## src/rtl/exec_pipe_reg_if.sv

```systemverilog
// rtl/exec_pipe_reg_if.sv - EX->WB pipeline register bundle: issue, output stage and forwarding lookups
interface exec_pipe_reg_if #(
  parameter int DATA_W = 32,
  parameter int RD_W   = 5
);
  logic              stall;
  logic              flush;
  logic              in_valid;
  logic [DATA_W-1:0] alu_in;
  logic              alu_to_reg_in;
  logic [RD_W-1:0]   rd_in;
  logic              out_valid;
  logic [DATA_W-1:0] alu;
  logic              alu_to_reg;
  logic [RD_W-1:0]   rd;
  logic              busy;
  logic [RD_W-1:0]   fwd_rs1;
  logic [RD_W-1:0]   fwd_rs2;
  logic              fwd_hit1;
  logic              fwd_hit2;
  logic [DATA_W-1:0] fwd_data1;
  logic [DATA_W-1:0] fwd_data2;

  modport master (
    output stall, flush, in_valid, alu_in, alu_to_reg_in, rd_in, fwd_rs1, fwd_rs2,
    input  out_valid, alu, alu_to_reg, rd, busy, fwd_hit1, fwd_hit2, fwd_data1, fwd_data2
  );

  modport slave (
    input  stall, flush, in_valid, alu_in, alu_to_reg_in, rd_in, fwd_rs1, fwd_rs2,
    output out_valid, alu, alu_to_reg, rd, busy, fwd_hit1, fwd_hit2, fwd_data1, fwd_data2
  );
endinterface

```

## src/rtl/exec_pipe_reg.sv

```systemverilog
// rtl/exec_pipe_reg.sv - STAGES-deep EX->WB register chain with stall, flush and two forwarding ports
module exec_pipe_reg #(
  parameter int STAGES = 2,
  parameter int DATA_W = 32,
  parameter int RD_W   = 5
) (
  input  logic             clk,
  input  logic             reset,
  exec_pipe_reg_if.slave   bus
);
  logic [STAGES-1:0] r_valid;
  logic [STAGES-1:0] r_wr;
  logic [DATA_W-1:0] r_alu [STAGES];
  logic [RD_W-1:0]   r_rd  [STAGES];

  logic              w_hit1;
  logic              w_hit2;
  logic [DATA_W-1:0] w_data1;
  logic [DATA_W-1:0] w_data2;

  // Bubbles are stored as all-zero so an invalid stage can never look like a writer.
  always_ff @(posedge clk) begin
    if (reset || bus.flush) begin
      r_valid <= '0;
      r_wr    <= '0;
      for (int k = 0; k < STAGES; k++) begin
        r_alu[k] <= '0;
        r_rd[k]  <= '0;
      end
    end else if (!bus.stall) begin
      r_valid[0] <= bus.in_valid;
      r_wr[0]    <= bus.in_valid & bus.alu_to_reg_in;
      r_alu[0]   <= bus.in_valid ? bus.alu_in : '0;
      r_rd[0]    <= bus.in_valid ? bus.rd_in  : '0;
      for (int k = 1; k < STAGES; k++) begin
        r_valid[k] <= r_valid[k-1];
        r_wr[k]    <= r_wr[k-1];
        r_alu[k]   <= r_alu[k-1];
        r_rd[k]    <= r_rd[k-1];
      end
    end
  end

  // Scan oldest to youngest so the youngest matching stage overwrites older hits.
  always_comb begin
    w_hit1  = 1'b0;
    w_hit2  = 1'b0;
    w_data1 = '0;
    w_data2 = '0;
    for (int k = STAGES - 1; k >= 0; k--) begin
      if (r_valid[k] && r_wr[k] && (r_rd[k] == bus.fwd_rs1) && (bus.fwd_rs1 != '0)) begin
        w_hit1  = 1'b1;
        w_data1 = r_alu[k];
      end
      if (r_valid[k] && r_wr[k] && (r_rd[k] == bus.fwd_rs2) && (bus.fwd_rs2 != '0)) begin
        w_hit2  = 1'b1;
        w_data2 = r_alu[k];
      end
    end
  end

  assign bus.out_valid  = r_valid[STAGES-1];
  assign bus.alu        = r_alu[STAGES-1];
  assign bus.alu_to_reg = r_wr[STAGES-1];
  assign bus.rd         = r_rd[STAGES-1];
  assign bus.busy       = |r_valid;
  assign bus.fwd_hit1   = w_hit1;
  assign bus.fwd_hit2   = w_hit2;
  assign bus.fwd_data1  = w_data1;
  assign bus.fwd_data2  = w_data2;
endmodule

```

## src/flat_wrapper.sv

```systemverilog
// flat-port wrapper written by rule: the top's interface ports become plain ports
module exec_pipe_reg_flat 
#(
  parameter int STAGES = 2,
  parameter int DATA_W = 32,
  parameter int RD_W   = 5
)
  (clk, reset, bus_stall, bus_flush, bus_in_valid, bus_alu_in, bus_alu_to_reg_in, bus_rd_in, bus_fwd_rs1, bus_fwd_rs2, bus_out_valid, bus_alu, bus_alu_to_reg, bus_rd, bus_busy, bus_fwd_hit1, bus_fwd_hit2, bus_fwd_data1, bus_fwd_data2);
  exec_pipe_reg_if #(.DATA_W(DATA_W), .RD_W(RD_W)) bus_i ();
  input  logic clk;
  input  logic reset;
  input wire logic [$bits(bus_i.stall)-1:0] bus_stall;
  input wire logic [$bits(bus_i.flush)-1:0] bus_flush;
  input wire logic [$bits(bus_i.in_valid)-1:0] bus_in_valid;
  input wire logic [$bits(bus_i.alu_in)-1:0] bus_alu_in;
  input wire logic [$bits(bus_i.alu_to_reg_in)-1:0] bus_alu_to_reg_in;
  input wire logic [$bits(bus_i.rd_in)-1:0] bus_rd_in;
  input wire logic [$bits(bus_i.fwd_rs1)-1:0] bus_fwd_rs1;
  input wire logic [$bits(bus_i.fwd_rs2)-1:0] bus_fwd_rs2;
  output wire logic [$bits(bus_i.out_valid)-1:0] bus_out_valid;
  output wire logic [$bits(bus_i.alu)-1:0] bus_alu;
  output wire logic [$bits(bus_i.alu_to_reg)-1:0] bus_alu_to_reg;
  output wire logic [$bits(bus_i.rd)-1:0] bus_rd;
  output wire logic [$bits(bus_i.busy)-1:0] bus_busy;
  output wire logic [$bits(bus_i.fwd_hit1)-1:0] bus_fwd_hit1;
  output wire logic [$bits(bus_i.fwd_hit2)-1:0] bus_fwd_hit2;
  output wire logic [$bits(bus_i.fwd_data1)-1:0] bus_fwd_data1;
  output wire logic [$bits(bus_i.fwd_data2)-1:0] bus_fwd_data2;
  assign bus_i.stall = bus_stall;
  assign bus_i.flush = bus_flush;
  assign bus_i.in_valid = bus_in_valid;
  assign bus_i.alu_in = bus_alu_in;
  assign bus_i.alu_to_reg_in = bus_alu_to_reg_in;
  assign bus_i.rd_in = bus_rd_in;
  assign bus_i.fwd_rs1 = bus_fwd_rs1;
  assign bus_i.fwd_rs2 = bus_fwd_rs2;
  assign bus_out_valid = bus_i.out_valid;
  assign bus_alu = bus_i.alu;
  assign bus_alu_to_reg = bus_i.alu_to_reg;
  assign bus_rd = bus_i.rd;
  assign bus_busy = bus_i.busy;
  assign bus_fwd_hit1 = bus_i.fwd_hit1;
  assign bus_fwd_hit2 = bus_i.fwd_hit2;
  assign bus_fwd_data1 = bus_i.fwd_data1;
  assign bus_fwd_data2 = bus_i.fwd_data2;
  exec_pipe_reg #(.STAGES(STAGES), .DATA_W(DATA_W), .RD_W(RD_W)) u_core (.clk(clk), .reset(reset), .bus(bus_i));
endmodule
```

## config.mk

```make
export PLATFORM = sky130hd
export DESIGN_NAME = exec_pipe_reg_flat
export DESIGN_NICKNAME = d
export VERILOG_FILES = /design/src/rtl/exec_pipe_reg_if.sv /design/src/rtl/exec_pipe_reg.sv /design/src/flat_wrapper.sv
export SDC_FILE = /design/constraint.sdc
export NUM_CORES = 1
export LEC_CHECK = 0
export CORE_MARGIN = 2
export CORE_UTILIZATION = 64
export CTS_CLUSTER_DIAMETER = 80
export DETAILED_ROUTE_END_ITERATION = 7
export DONT_BUFFER_PORTS = 1
export GPL_TIMING_DRIVEN = 0
export HOLD_SLACK_MARGIN = 0.02
export PLACE_DENSITY = 0.83
export SYNTH_ARGS = -nofsm -noshare
export SYNTH_HDL_FRONTEND = slang
export SYNTH_SLANG_ARGS = --single-unit
```

## constraint.sdc

```tcl
create_clock -name clk -period 3.21 [get_ports clk]
set_input_delay 0.642 -clock clk [delete_from_list [all_inputs] [get_ports clk]]
set_output_delay 0.642 -clock clk [all_outputs]
set_load 0.02 [all_outputs]
```

# Yosys cells after proc, flatten, opt, wreduce, memory -nomap -nowiden
# Memories as Yosys holds them, arrays and structs flattened.
# Cells that the tools add are included.
dict set report classes {
  eq_ne 4
  muxes 19
  bitwise 5
  reduce_logical 14
}
# cell count
set op_table {}
lappend op_table {{32-bit 2-to-1 mux} 7}
lappend op_table {{5-bit equality test} 4}
lappend op_table {{5-bit 2-to-1 mux} 3}
lappend op_table {{1-bit logical AND} 10}
lappend op_table {{5-bit nonzero test} 2}
lappend op_table {{1-bit 2-to-1 mux} 9}
lappend op_table {{1-bit OR} 4}
lappend op_table {{2-bit OR reduction} 1}
lappend op_table {{1-bit bitwise AND} 1}
lappend op_table {{1-bit logical OR} 1}
dict set report word_totals {
  reg_bits 4
  ramBits 74
  inputBits 53
  output_inout_bits 106
  word_cells 46
  memories 2
}
# memory depth width rd rd_ports_with_merged_regs wr line
set mem_list {}
lappend mem_list {u_core.r_alu 2 32 2 0 2 exec_pipe_reg.sv:13} ;# logic [DATA_W-1:0] r_alu [STAGES];
lappend mem_list {u_core.r_rd 2 5 2 0 2 exec_pipe_reg.sv:14} ;# logic [RD_W-1:0] r_rd [STAGES];

# Longest topological paths before layout
dict set report depth {
  ltp_word 5
  depth_mapped 6
  ltp_nobuf 4
}

# Worst setup path before layout
# No wires, ideal clock.
dict set report synth_path {
  path_kind {input to register}
  startpoint {input bus_stall}
  endpoint {memory u_core.r_alu[0][0], enable pin}
  setup_time_ns 0.428
  arrival_ns 2.261
  required_ns 2.782
  slack_ns 0.521
  cell_stages 2
  path_buffers 0
  cell_sequence {nor3b_1 inv_1}
}
# element line
set synth_rtl {}
lappend synth_rtl {{start: declaration} flat_wrapper.sv:12} ;# input wire logic [$bits(bus_i.stall)-1:0] bus_stall;
lappend synth_rtl {{end: declaration} exec_pipe_reg.sv:13}

==> reports/metrics.csv <==
metric;value;unit
status;completed;
avgRoutedWirePerCell;19.7;microns
nets;493;
h-tree-depth;3;
grt_usage;0.261;
rsz0062_at_grt;false;
slew_violations;0;
grt_max_degree;75;
pwr-share-clk;0.340;
ys_types;27;
hpwl;7580;microns
holdPathStages;1;
path_cells;xnor2_1, nand4_1, nor4_4, buf_6, mux2_2;
yosysSeqAreaShare;0.475;
drive_gt1_frac;0.330;
min_to;u_core.r_wr[0];
fin_skew;0.00677;ns
synth.most_common_cell;edfxtp_1;
ir_drop;0.318;mV
end_kind;output port;
firstDrtPassIters;4;
clk_pin_slew;0.08;ns
r2r_start;u_core.r_rd[0][0];
area_delta_synth_final;6.61;%
grt_pass1_vias;3243;
cts_tree;done;
synth_flop_cell;edfxtp_1;
p_switching;0.533;mW
setup_violations;0;
vias;3273;
worst_slew_pin_slew;0.928;ns
initial_core_util;0.665;
period_needed;2.95;ns
internal-power;1.59;mW
die_x;91.0;microns
yosys.area.top_type;edfxtp_1;
synth_common_cells;edfxtp_1, nor3_1, mux2_2;
combPwrFrac;0.100;
slowest_delay;0.48;ns
n_antenna_cell;0;
cts_setup_buffers;0;
hold_viol;0;
min_from;bus_alu_to_reg_in;
instances_no_fill;544;
p_seq_frac;0.561;
fmax;340;MHz
final_design_area_no_fill;5170;sq um
ant_nets;0;
rr_worst_depth;1;
grt_pass1_wl;16800;microns
p_leak;2.09;nW
startpoint_type;register;
yosysWarningCount;0;
syn_avg_cell_area;11.3;sq um
die_h;91.0;microns
core_area;7290;sq um
rows;31;
synthArstFlopShare;0;
totalWireLength;10700;microns
io_buffers;0;
r2r_slack;2.36;ns
io_pins;159;
fin_hold_ws;0.455;ns
overflow;0;
cp_max_fo;10;
setup_ws;0.265;ns
sw_frac_of_total;0.251;
cap_violations;0;
ys_ff_latch;78;
drc_errors;0;
period_share;0.918;
hp-class;in -> reg;
dp_cells;528;
numCtsBuffers;9;
synth.area.top_cells;edfxtp_1, mux2_2, nor3_1;
reg2reg_to;u_core.r_rd[0][5];
clock_path_buffers;2;
die_area;8280;sq um
clock_latency;0.35;ns
powerDensity;412;nW/um^2
dp_slack;0.444;ns
synth_edf_count;74;
path_class;reg -> out;
arrival;2.30;ns
synth_cells;429;
root_buffer;clkbuf_8;
maxSlewHeadroom;0.382;
synthesis.area;4850;sq um
place_congestion;0.816;
synth_top_area_frac;0.459;
placed_area;4970;sq um
synth_fp_nets;482;
drt_iter0_drc;186;
fin_util;0.708;
vias_per_cell;6.02;
antenna_found_initial;0;
crit_path_top_delay_cell;nor4_4;
required;2.57;ns
cts.sinks;78;
-- per-layer routing --
metal / part of all wire / up-vias / global-route usage
met4: 0.019 / 0 / 0.114
met2: 0.50 / 149 / 0.426
li1: - / 1519 / -
met5: 0 / - / 0
met3: 0.075 / 18 / 0.0614
met1: 0.40 / 1587 / 0.334
-- power by group through the flow --
stage / logic, mW / clock network (mW) / registers, mW
final: 0.212 / 0.723 / 1.19
after CTS: 0.213 / 0.726 / 1.19
after detailed placement: 0.213 / 0 / 1.21
after global routing: 0.227 / 0.764 / 1.20
after floorplan: 0.174 / 0 / 1.20
after global placement: 0.209 / 0 / 1.21
-- critical path, delay by kind of cell, from the launching register on --
family / cells / cell delay (ns)
buf+inv: 1 / 0.24
mux: 1 / 0.42
xor+xnor: 1 / 0.20
flops: 1 / 0.43
simple gates: 2 / 0.65
-- cell usage in the layout, fill, tap and decap left out, drive strengths merged, types with 2 or more instances in the layout --
cell type	instances
a22o	3
clkbuf	25
a21o	2
o211ai	2
clkinvlp	3
nand2	33
buf	56
nor2	4
mux2	64
dfxtp	4
nor4	2
and3	37
edfxtp	74
clkinv	2
nor3	65
or4	2
xor2	2
and2	38
nand4	2
xnor2	18
nand3	2
-- registers in the layout (all words and copies together) (netlist names) --
register and cells:
u_core.r_alu 64, u_core.r_wr 2, u_core.r_rd 10, u_core.r_valid 2
-- worst max path at each step --
stage,start,endpoint,slack [ns],cells past startpoint
floorplan,bus_stall,u_core.r_alu[0][0],0.52,2
global placement,bus_stall,u_core.r_alu[0][51],-0.05,2
detailed placement,bus_fwd_rs1[1],bus_fwd_data1[30],0.44,5
CTS,u_core.r_valid[1],bus_fwd_data1[28],0.08,6
global route,u_core.r_valid[1],bus_fwd_data1[6],0.09,6
finish,u_core.r_rd[0][2],bus_fwd_data1[30],0.26,5
-- cell families (layout without fill, tap and decap cells) --
logic type | after synthesis | count (layout) | synth area share
and+or+nand+nor | 187 | 187 | 0.215
DFF | 78 | 78 | 0.475
buffers and inverters | 72 | 88 | 0.106
muxes | 64 | 64 | 0.149
xor gates and xnor gates | 20 | 20 | 0.0361
AOI/OAI and AO/OA | 8 | 8 | 0.0194
-- layout make-up --
cell class,instances,area [sq um]
flip-flops and latches,78,2300
fillers,537,2130
multi-input cells,279,2030
plain buffers,71,514
clock buffers,10,128
well taps,99,124
clock inverters,6,62.6
inverters,1,6.26
-- timing repair --
| action | in CTS | in global routing |
|---|---|---|
| hold buffers | 0 | 0 |
| endpoints found under the setup margin | 0 | 14 |
| resized for setup | 0 | 6 |
-- per-stage QoR --
step / TNS, ns / power (mW)
finish: 0 / 2.13
global route: 0 / 2.19
CTS: 0 / 2.13
detailed placement: 0 / 1.43
global placement: -3.22 / 1.42
floorplan: 0 / 1.38
No activity file was read; power rests on OpenSTA's default activity.
